--- src/rtl/max_pipeline_tree_pkg.sv ---
// Shared constants and types for the pipelined eight-input signed maximum tree.
package max_pipeline_tree_pkg;

  localparam int DEFAULT_DATA_WIDTH = 8;
  localparam int VEC_LEN            = 8;
  localparam int PIPE_DEPTH         = 3;

  typedef logic signed [DEFAULT_DATA_WIDTH-1:0] data_t;

endpackage

--- src/rtl/max_pipeline_tree_max2.sv ---
// Combinational signed two-operand maximum; one node of the comparison tree.
module max2
  import max_pipeline_tree_pkg::*;
#(
  parameter int DATA_WIDTH = DEFAULT_DATA_WIDTH
) (
  input  logic signed [DATA_WIDTH-1:0] a,
  input  logic signed [DATA_WIDTH-1:0] b,
  output logic signed [DATA_WIDTH-1:0] y
);

  // Equal operands carry the same value, so which one wins a tie is irrelevant.
  assign y = (a >= b) ? a : b;

endmodule

--- src/rtl/max_pipeline_tree.sv ---
// Eight-input signed maximum as a 3-level comparison tree, one register stage per
// level; each stage carries a valid bit and its data only loads on valid.
module max_pipeline_tree
  import max_pipeline_tree_pkg::*;
#(
  parameter int DATA_WIDTH = DEFAULT_DATA_WIDTH
) (
  input  logic                         clk,
  input  logic                         rst,
  input  logic                         valid_in,
  input  logic signed [DATA_WIDTH-1:0] data_in_1,
  input  logic signed [DATA_WIDTH-1:0] data_in_2,
  input  logic signed [DATA_WIDTH-1:0] data_in_3,
  input  logic signed [DATA_WIDTH-1:0] data_in_4,
  input  logic signed [DATA_WIDTH-1:0] data_in_5,
  input  logic signed [DATA_WIDTH-1:0] data_in_6,
  input  logic signed [DATA_WIDTH-1:0] data_in_7,
  input  logic signed [DATA_WIDTH-1:0] data_in_8,
  output logic signed [DATA_WIDTH-1:0] max_out,
  output logic                         valid_out
);

  logic signed [DATA_WIDTH-1:0] din [VEC_LEN];
  logic signed [DATA_WIDTH-1:0] l1_max  [4];
  logic signed [DATA_WIDTH-1:0] s1_data [4];
  logic signed [DATA_WIDTH-1:0] l2_max  [2];
  logic signed [DATA_WIDTH-1:0] s2_data [2];
  logic signed [DATA_WIDTH-1:0] l3_max;
  logic                         s1_valid;
  logic                         s2_valid;

  assign din[0] = data_in_1;
  assign din[1] = data_in_2;
  assign din[2] = data_in_3;
  assign din[3] = data_in_4;
  assign din[4] = data_in_5;
  assign din[5] = data_in_6;
  assign din[6] = data_in_7;
  assign din[7] = data_in_8;

  for (genvar i = 0; i < 4; i++) begin : g_level1
    max2 #(.DATA_WIDTH(DATA_WIDTH)) u_max2 (
      .a(din[2*i]),
      .b(din[2*i+1]),
      .y(l1_max[i])
    );
  end

  for (genvar i = 0; i < 2; i++) begin : g_level2
    max2 #(.DATA_WIDTH(DATA_WIDTH)) u_max2 (
      .a(s1_data[2*i]),
      .b(s1_data[2*i+1]),
      .y(l2_max[i])
    );
  end

  max2 #(.DATA_WIDTH(DATA_WIDTH)) u_max2_level3 (
    .a(s2_data[0]),
    .b(s2_data[1]),
    .y(l3_max)
  );

  // Valid bits always advance; data registers hold unless their incoming valid is set.
  always_ff @(posedge clk) begin
    if (rst) begin
      s1_valid  <= 1'b0;
      s2_valid  <= 1'b0;
      valid_out <= 1'b0;
      max_out   <= '0;
      for (int i = 0; i < 4; i++) s1_data[i] <= '0;
      for (int i = 0; i < 2; i++) s2_data[i] <= '0;
    end else begin
      s1_valid  <= valid_in;
      s2_valid  <= s1_valid;
      valid_out <= s2_valid;
      if (valid_in) begin
        for (int i = 0; i < 4; i++) s1_data[i] <= l1_max[i];
      end
      if (s1_valid) begin
        for (int i = 0; i < 2; i++) s2_data[i] <= l2_max[i];
      end
      if (s2_valid) max_out <= l3_max;
    end
  end

endmodule

--- config.mk ---
export PLATFORM = sky130hd
export DESIGN_NAME = max_pipeline_tree
export DESIGN_NICKNAME = d
export VERILOG_FILES = /design/src/rtl/max_pipeline_tree_pkg.sv /design/src/rtl/max_pipeline_tree_max2.sv /design/src/rtl/max_pipeline_tree.sv
export SDC_FILE = /design/constraint.sdc
export NUM_CORES = 1
export LEC_CHECK = 0
export ABC_AREA = 1
export BUFFER_PORTS_ARGS = -buffer_cell sky130_fd_sc_hd__buf_4
export CAP_MARGIN = 20
export CORE_MARGIN = 3
export CORE_UTILIZATION = 32
export DETAILED_ROUTE_END_ITERATION = 6
export PLACE_DENSITY = 0.55
export SLEW_MARGIN = 15
export SYNTH_ARGS = -nofsm -noshare
export SYNTH_HDL_FRONTEND = slang
export SYNTH_SLANG_ARGS = --single-unit
--- constraint.sdc ---
create_clock -name clk -period 1.7 [get_ports clk]
set_input_delay 0.17 -clock clk [delete_from_list [all_inputs] [get_ports clk]]
set_output_delay 0.17 -clock clk [all_outputs]
set_load 0.01 [all_outputs]
==> summary.md, run 1 <==
For the initial antenna violation count, the log shows 0. For this run, design rule violations remaining after detail routing come to 0. Along the worst path, the maximum fanout reaches 4.

Detailed routing inserted a total of 4368 vias. The worst voltage drop across the vdd grid is 0.000516 V, and the number of clock sinks seen by CTS is 59. The combinational power share is 37.6%. Yosys mapped a number of flops with a built-in enable equal to 48. The required arrival time at the worst endpoint was 1.78 ns; the layout-stage area growth over the synthesis result was 57.6%.

Port buffering added 75 buffers. The leftover overflow at the end of global routing came out at 0. The final RePlAce weighted congestion is 0.826, and the number of hold violations in the final report is 0. Net switching is 31.8% of the power.

The maximum clock skew at final layout was 0.00515 ns. STA classifies the critical path startpoint as a flip-flop. Counting every net in the synthesized netlist gives 638. Based on the critical path, the design can be clocked at up to 0.546 GHz. The share of flip-flops with an asynchronous set or reset is 0%. In this run the standard cell core region covers 13400 um2. The run gives 18900 um as the global-route wire length before repair.

The tools report the total of max-cap violations as 0. Dividing the detail-routed wire length by the instance count gives 13.4 um. The share of the synthesized area in the top cell type works out to 32.6%. Measured on the finished design, the core utilization comes to 52.0%. The largest single stage delay on the critical path is 0.43 ns. Pin placement for this block handled 76 I/O pins.

Setup repair after global routing could not meet its margin everywhere. The library cell used most frequently in the layout, excluding fill and tap cells, is sky130_fd_sc_hd__buf_4. TritonCTS built the clock tree. By area the synthesized netlist is led by sky130_fd_sc_hd__edfxtp_1 33%, sky130_fd_sc_hd__ha_1 16%, sky130_fd_sc_hd__nand2_1 9.4%.

Entering global routing, the biggest net connects 33 pins. In this run the worst hold path is classified as in2reg. The internal power of the cells totals 0.00402 W.

Of the available clock period, the critical path in the final layout requires 108%. The number of buffers between clock root and the deepest sink is 2. The worst pin sits at a relative slew slack of 73.7%.

The net count of the finished layout is 835. Setup violations remaining at the end of the flow were counted as 24. The library cell occupying the most area in the post-synthesis netlist was sky130_fd_sc_hd__edfxtp_1. The cell count after synthesis came out at 515. The number of antenna diodes in the final layout is 0. Leaving out fill and tap cells, the most frequent cells in the layout are 183 x sky130_fd_sc_hd__buf_4, 84 x sky130_fd_sc_hd__nand2_1, 74 x sky130_fd_sc_hd__inv_1.

For the pin with the worst max-slew slack, the measured transition is 0.394 ns. Yosys mapped the design onto 22 distinct sky130hd cell types. Walking the worst path, the cells encountered are ha_4, nand2_4, nor2_4, buf_4, nand4_2, nand4_1, a21boi_2. After floorplanning, the core was divided into 42 placement rows. The logs give 12000 um for the final routed wirelength across all metal layers and 33.0% for the starting utilization of the core area. The HPWL after detailed placement was 8430 um; the worst hold-check slack was 0.128 ns. After synthesis the netlist holds a flip-flop and latch count of 59. Standard cell with the maximum stage delay on the critical path: sky130_fd_sc_hd__edfxtp_1.

After detailed routing, the number of vias per cell comes to 4.89. The worst setup slack after layout is -0.133 ns. Among all flip-flop cells after synthesis, the most frequent one is sky130_fd_sc_hd__edfxtp_1. STA classifies the critical path endpoint as a flip-flop. The tools report the total die area as 15300 um2. The total power density per cell area was 846 nW/um2; the proportion of power drawn by the clock network was 32.0%. Clock input transition at the sequential cells of the worst setup and hold paths: 0.05 ns. The final reports fail on setup timing.

For the sequential share of the synthesized area, the log shows 37.6%. The setup check on the worst reg-to-reg path leaves a slack of -0.13 ns. For the switching power total, the log shows 0.00187 W.

The flow ran to the end, but the final reports show violations. Fraction of final layout cells with drive strength greater than 1: 44.4%. The via count of the first global-routing pass was 4192; the static leakage power was 3.25 nW.

Sequential cells account for 30.4% of the total power. In this run, CTS created clock tree buffers numbering 9. Class of the most critical setup path: reg2reg. In this run the number of H-tree levels came out at 3.

The later pin in the worst-skew pair is clocked with a latency of 0.32 ns. Starting DRC count in detailed routing: 216. In this run the clock root is driven by a sky130_fd_sc_hd__clkbuf_16.

The number of buffers inserted for hold repair after clock tree synthesis was 0; the average size of a mapped cell was 8.59 um2. During synthesis, Yosys emitted a total of 0 warnings. After synthesis the cells add up to 4420 um2. The arrival time of the worst setup path is 1.91 ns, and the die outline width is 124 um. The floorplan step set the die height to 124 um. The number of pins exceeding their max-slew limit in the final report was 0; the final antenna-violating net count was 0.

Global routing used 15.4% of the available tracks. Counting I/O delays and the setup requirement, the final critical path takes 1.83 ns. Count of TritonRoute iterations in the first routing pass: 4.
## per-stage QoR
step	setup slack [ns]	cell area (um2)	instances	TNS, ns	power, W
5_1_grt	-0.178	6970	893	-3.55	0.00623
4_1_cts	-0.0866	6460	874	-1.10	0.00549
3_5_place_dp	-0.221	5830	845	-5.55	0.00331
6_report	-0.133	6970	893	-1.82	0.00589
2_1_floorplan	0.000923	4440	515	0	0.00266
3_3_place_gp	-0.171	5830	845	-3.22	0.00326
## sequential cells by signal, summed over array words and instances (netlist names)
| register | count |
|---|---|
| max_out | 8 |
| s1_valid | 1 |
| s1_data | 32 |
| s2_data | 16 |
| valid_out | 1 |
| s2_valid | 1 |
## Yosys cell counts, types with 5 or more instances
master	instances
sky130_fd_sc_hd__inv_1	83
sky130_fd_sc_hd__dfxtp_1	11
sky130_fd_sc_hd__nand2_2	7
sky130_fd_sc_hd__nand2_1	111
sky130_fd_sc_hd__o21ai_0	6
sky130_fd_sc_hd__nor2_1	23
sky130_fd_sc_hd__nand3b_2	6
sky130_fd_sc_hd__edfxtp_1	48
sky130_fd_sc_hd__o21a_1	6
sky130_fd_sc_hd__a21oi_1	34
sky130_fd_sc_hd__nand4_2	7
sky130_fd_sc_hd__nand4_1	50
sky130_fd_sc_hd__nand3_2	7
sky130_fd_sc_hd__nand3_1	8
sky130_fd_sc_hd__ha_1	56
sky130_fd_sc_hd__clkbuf_1	5
sky130_fd_sc_hd__a21boi_0	42
## power by group through the flow
stage / clock network (W) / registers [W] / logic, W
2_1_floorplan: 0 / 0.00178 / 0.000884
3_3_place_gp: 0 / 0.00180 / 0.00146
3_5_place_dp: 0 / 0.00180 / 0.00151
4_1_cts: 0.00193 / 0.00178 / 0.00178
5_1_grt: 0.00198 / 0.00180 / 0.00244
6_report: 0.00188 / 0.00179 / 0.00222
## worst max-delay path, delay by kind of cell (launching register included)
kind / cells / cell delay, ns
simple gates: 4 / 0.59
flops: 1 / 0.43
fa+ha+maj: 1 / 0.33
buf+inv: 1 / 0.15
compound gates: 1 / 0.07
## worst paths after layout
check	cells after the start	endpoint	from
setup reg to reg	7	s2_data[0][14]	s1_data[2][7]
hold reg to reg	2	max_out[3]	max_out[3]
hold / removal	3	s1_valid	valid_in
setup / recovery	7	s2_data[0][14]	s1_data[2][7]
## layer usage
layer	wire, um	global-route usage [%]	up-vias
li1	-	-	2209
met1	5360	20.1	2014
met2	5960	25.7	118
met3	472	2.74	27
met4	209	4.91	0
met5	0	0	-
## area by class of cell
type	count	area (um2)
Fill cell	1190	6430
Timing Repair Buffer	184	1390
Tap cell	176	220
Sequential cell	59	1660
Multi-Input combinational cell	374	3080
Clock inverter	6	80.1
Clock buffer	10	229
Inverter	84	315
## cell families (layout without fill, tap and decap cells)
logic type / after synthesis / count (layout) / synth area share [%]
AO/OA/AOI/OAI: 89 / 89 / 12.9
adder cells (fa/ha/maj): 56 / 56 / 15.8
buffers and inverters: 90 / 284 / 7.73
flip-flops: 59 / 59 / 37.6
AND/OR/NAND/NOR: 221 / 229 / 26.0
## timing repair
item                       in CTS  in global routing
pin swaps                      41                 54
setup endpoints to repair      24                 25
setup buffers                   9                 15
gates cloned                    4                  4
resized for setup              57                 77
No activity file was read; power rests on OpenSTA's default activity.
==> run 2, diff against run 1 <==
Settings changed: CORE_MARGIN 3 to default, PLACE_DENSITY 0.55 to 0.53.
==> run 2 against run 1 <==
Compared with the run above: the run still ends with setup timing left; setup slack improved by 0.037 ns; sequential power about the same; largest cell class unchanged; via count decreased by 3.8%; maximum frequency increased by 2.1%; die area decreased by 6.4%; critical endpoint unchanged; routed wire length decreased by 5.1%; non-clock buffer count decreased by 4; highest routed layer unchanged; register-to-register slack improved by 0.04 ns; total power increased by 1.4%.
==> summary.md, run 2 (synthesized netlist as in run 1, its figures left out) <==
Failing checks: setup timing (unchanged). The class of the most critical setup path is reg2reg (unchanged). The run gives 1234 (was 1190) as the number of fill cells. The final antenna-violating net count came out at 0 (unchanged). The die outline width is 120 um (was 124 um). The maximum clock skew at final layout is 0.00284 ns (was 0.00515 ns).

The top fanout value on the critical path is 5 (was 4). The via count of the first global-routing pass was 4230 (was 4192). The path category of the worst min-delay check was in2reg (unchanged). The peak per-stage delay on the critical path was 0.43 ns (about the same); the worst setup slack after layout was -0.0959 ns (was -0.133 ns).

The number of rows in the core area is 42 (unchanged). Registers with the most flip-flops: s1_data: 32 flops, s2_data: 16 flops, max_out: 8 flops (unchanged). For the number of endpoints failing setup at the final stage, the log shows 24 (unchanged). The post-placement setup slack is -0.207 ns (was -0.221 ns). The run gives 3.24 nW (was 3.25 nW) as the static leakage power. TritonCTS built the clock tree.

The clock root buffer was sky130_fd_sc_hd__clkbuf_16 (unchanged). The tools report the relative slew slack as 76.3% (was 73.7%). The number of nets in the layout was 830 (was 835).

Leftover overflow at the end of global routing: 0 (unchanged). The number of clock sinks seen by CTS is 59 (unchanged), and the number of pins exceeding their max-slew limit in the final report is 0 (unchanged). The vias per cell was 4.73 (was 4.89). The count of TritonRoute iterations in the first routing pass was 4 (unchanged); the count of antenna diodes in the layout was 0 (unchanged). Standard cell with the maximum stage delay on the critical path: sky130_fd_sc_hd__edfxtp_1 (unchanged). The largest register by flop count was s1_data (unchanged).

The area of the placeable core is 13300 um2 (was 13400 um2). The HPWL after detailed placement is 8300 um (was 8430 um), and the starting utilization of the core area is 33.1% (was 33.0%). For the final RePlAce weighted congestion, the log shows 0.800 (was 0.826). The run gives 14300 um2 (was 15300 um2) as the total die area. The DRC violations left was 0 (unchanged); the final cell count without fillers was 888 (was 893).

The required arrival time at the worst endpoint is 1.77 ns (was 1.78 ns), and the met3 demand-to-capacity share in global routing is 2.00% (was 2.74%). The busiest layer in global routing was met2 (unchanged). The measured slew at the worst slew-check pin is 0.355 ns (was 0.394 ns). The number of vias after detailed routing is 4202 (was 4368), and the initial antenna violation count is 0 (unchanged). The part of the cycle the worst path needs was 106% (was 108%); the number of buffers added by the clock tree synthesis step was 9 (unchanged).

Most used cells in the layout excluding fill and tap cells: 175 x sky130_fd_sc_hd__buf_4, 89 x sky130_fd_sc_hd__nand2_1, 73 x sky130_fd_sc_hd__inv_1 (was 183 x sky130_fd_sc_hd__buf_4, 84 x sky130_fd_sc_hd__nand2_1, 74 x sky130_fd_sc_hd__inv_1). The flow ran to the end, but the final reports show violations. The layout-stage area growth over the synthesis result works out to 56.0% (was 57.6%). The met2 capacity usage during global routing is 29.0% (was 25.7%), and the total power density per cell area is 866 nW/um2 (was 846 nW/um2). Insertion delay of the later-clocked pin in the worst-skew pair: 0.32 ns (about the same). The logs give 0.00598 W (was 0.00589 W) for the power after layout and 162 (was 216) for the starting DRC count in detailed routing. Clock input transition at the sequential cells of the worst setup and hold paths: 0.05 ns (about the same). Setup repair after global routing could not meet its margin everywhere. The top-level port count was 76 (unchanged).

Count of input and output buffers: 75 (unchanged). The die extent in y was 120 um (was 124 um); the core utilization of the finished layout was 51.7% (was 52.0%). The tools report the final routed wirelength across all metal layers as 11400 um (was 12000 um).

Leading cell type in the layout, fill and taps excluded: sky130_fd_sc_hd__buf_4 (unchanged). Type of origin of the critical path: a flip-flop (unchanged). The fraction of final layout cells with drive strength greater than 1 is 42.7% (was 44.4%), and the number of flip-flops under the largest register name is 32 (unchanged). Category of the worst setup path capture point: a flip-flop (unchanged). The placed instance count came out at 838 (was 845).

The tools report the global-route wire length before repair as 19000 um (was 18900 um). The tools report the pin count of the biggest net entering global routing as 34 (was 33). The arrival time of the worst setup path was 1.87 ns (was 1.91 ns); the number of buffers between clock root and the deepest sink was 2 (unchanged).

The run gives 16.3% (was 15.4%) as the total global-route track usage. Category of cells accounting for the largest share of critical-path delay: flip-flops (was simple AND/OR/NAND/NOR gates). The number of buffers and inverters on the critical path was 1 (unchanged). The total of max-cap violations came out at 0 (unchanged).

The total negative slack is -1.71 ns (was -1.82 ns), and the highest clock frequency the design can meet is 0.557 GHz (was 0.546 GHz). The average routed wire per standard cell was 12.8 um (was 13.4 um). The minimum period implied by the final worst setup slack was 1.80 ns (was 1.83 ns). The number of hold violations in the final report is 0 (unchanged), and the depth of the CTS H-tree is 3 (unchanged).

The worst voltage drop across the vdd grid is 0.000491 V (was 0.000516 V). The met1 layer usage reported by global route is 20.2% (was 20.1%). Cells along the critical path: ha_4, nand2_4, o21a_4, buf_6, nand3b_4, nand3_4, nand2_1, a21boi_1 (was ha_4, nand2_4, nor2_4, buf_4, nand4_2, nand4_1, a21boi_2).
[run 2: stage by stage]
step / hold slack (ns) / cell area (um2)
6_report: 0.113 / 6900
5_1_grt: 0.124 / 6900
4_1_cts: 0.105 / 6650
3_5_place_dp: 0.442 / 5800
3_3_place_gp: 0.435 / 5800
2_1_floorplan: 0.385 / 4440
[run 2: cell type report]
class	instances	area, um2	area share [%]
well taps	176	220	3.19
inverters	84	315	4.57
flip-flops and latches	59	1660	24.1
repair buffers	180	1390	20.1
clock inverters	5	100	1.45
clock buffers	11	243	3.52
multi-input cells	373	2970	43.1
[run 2: final timing paths]
path	to	from	slack [ns]	depth (start not counted)
hold reg to reg	max_out[2]	max_out[2]	0.47	2
setup reg to reg	s2_data[0][14]	s1_data[2][7]	-0.1	8
hold / removal	max_out[0]	rst	0.11	2
setup / recovery	s2_data[0][14]	s1_data[2][7]	-0.1	8
[run 2: per-layer routing]
metal	routed length, um	part of all wire, %	vias to the layer above
li1	-	-	2198
met1	5400	47	1908
met2	5490	48	81
met3	301	2.6	15
met4	193	1.7	0
met5	0	0	-
[run 2: report_power, final]
part / switching (W) / internal (W)
registers: 0.0000893 / 0.00171
clock network: 0.000612 / 0.00147
logic: 0.00109 / 0.00102
[run 2: worst reg2reg max path, cell delays in order (launching register included)]
cell                       delay, ns
sky130_fd_sc_hd__edfxtp_1       0.43
sky130_fd_sc_hd__ha_4           0.32
sky130_fd_sc_hd__nand2_4        0.07
sky130_fd_sc_hd__o21a_4         0.23
sky130_fd_sc_hd__buf_6          0.13
sky130_fd_sc_hd__nand3b_4       0.12
sky130_fd_sc_hd__nand3_4        0.12
sky130_fd_sc_hd__nand2_1        0.08
sky130_fd_sc_hd__a21boi_1       0.06
[run 2: repair_timing]
action,CTS,global route
hold buffers,0,0
pin swaps,40,42
hold endpoints to repair,0,0
cloned,6,1
buffers inserted,19,8
resized for setup,73,42
setup endpoints to repair,24,24
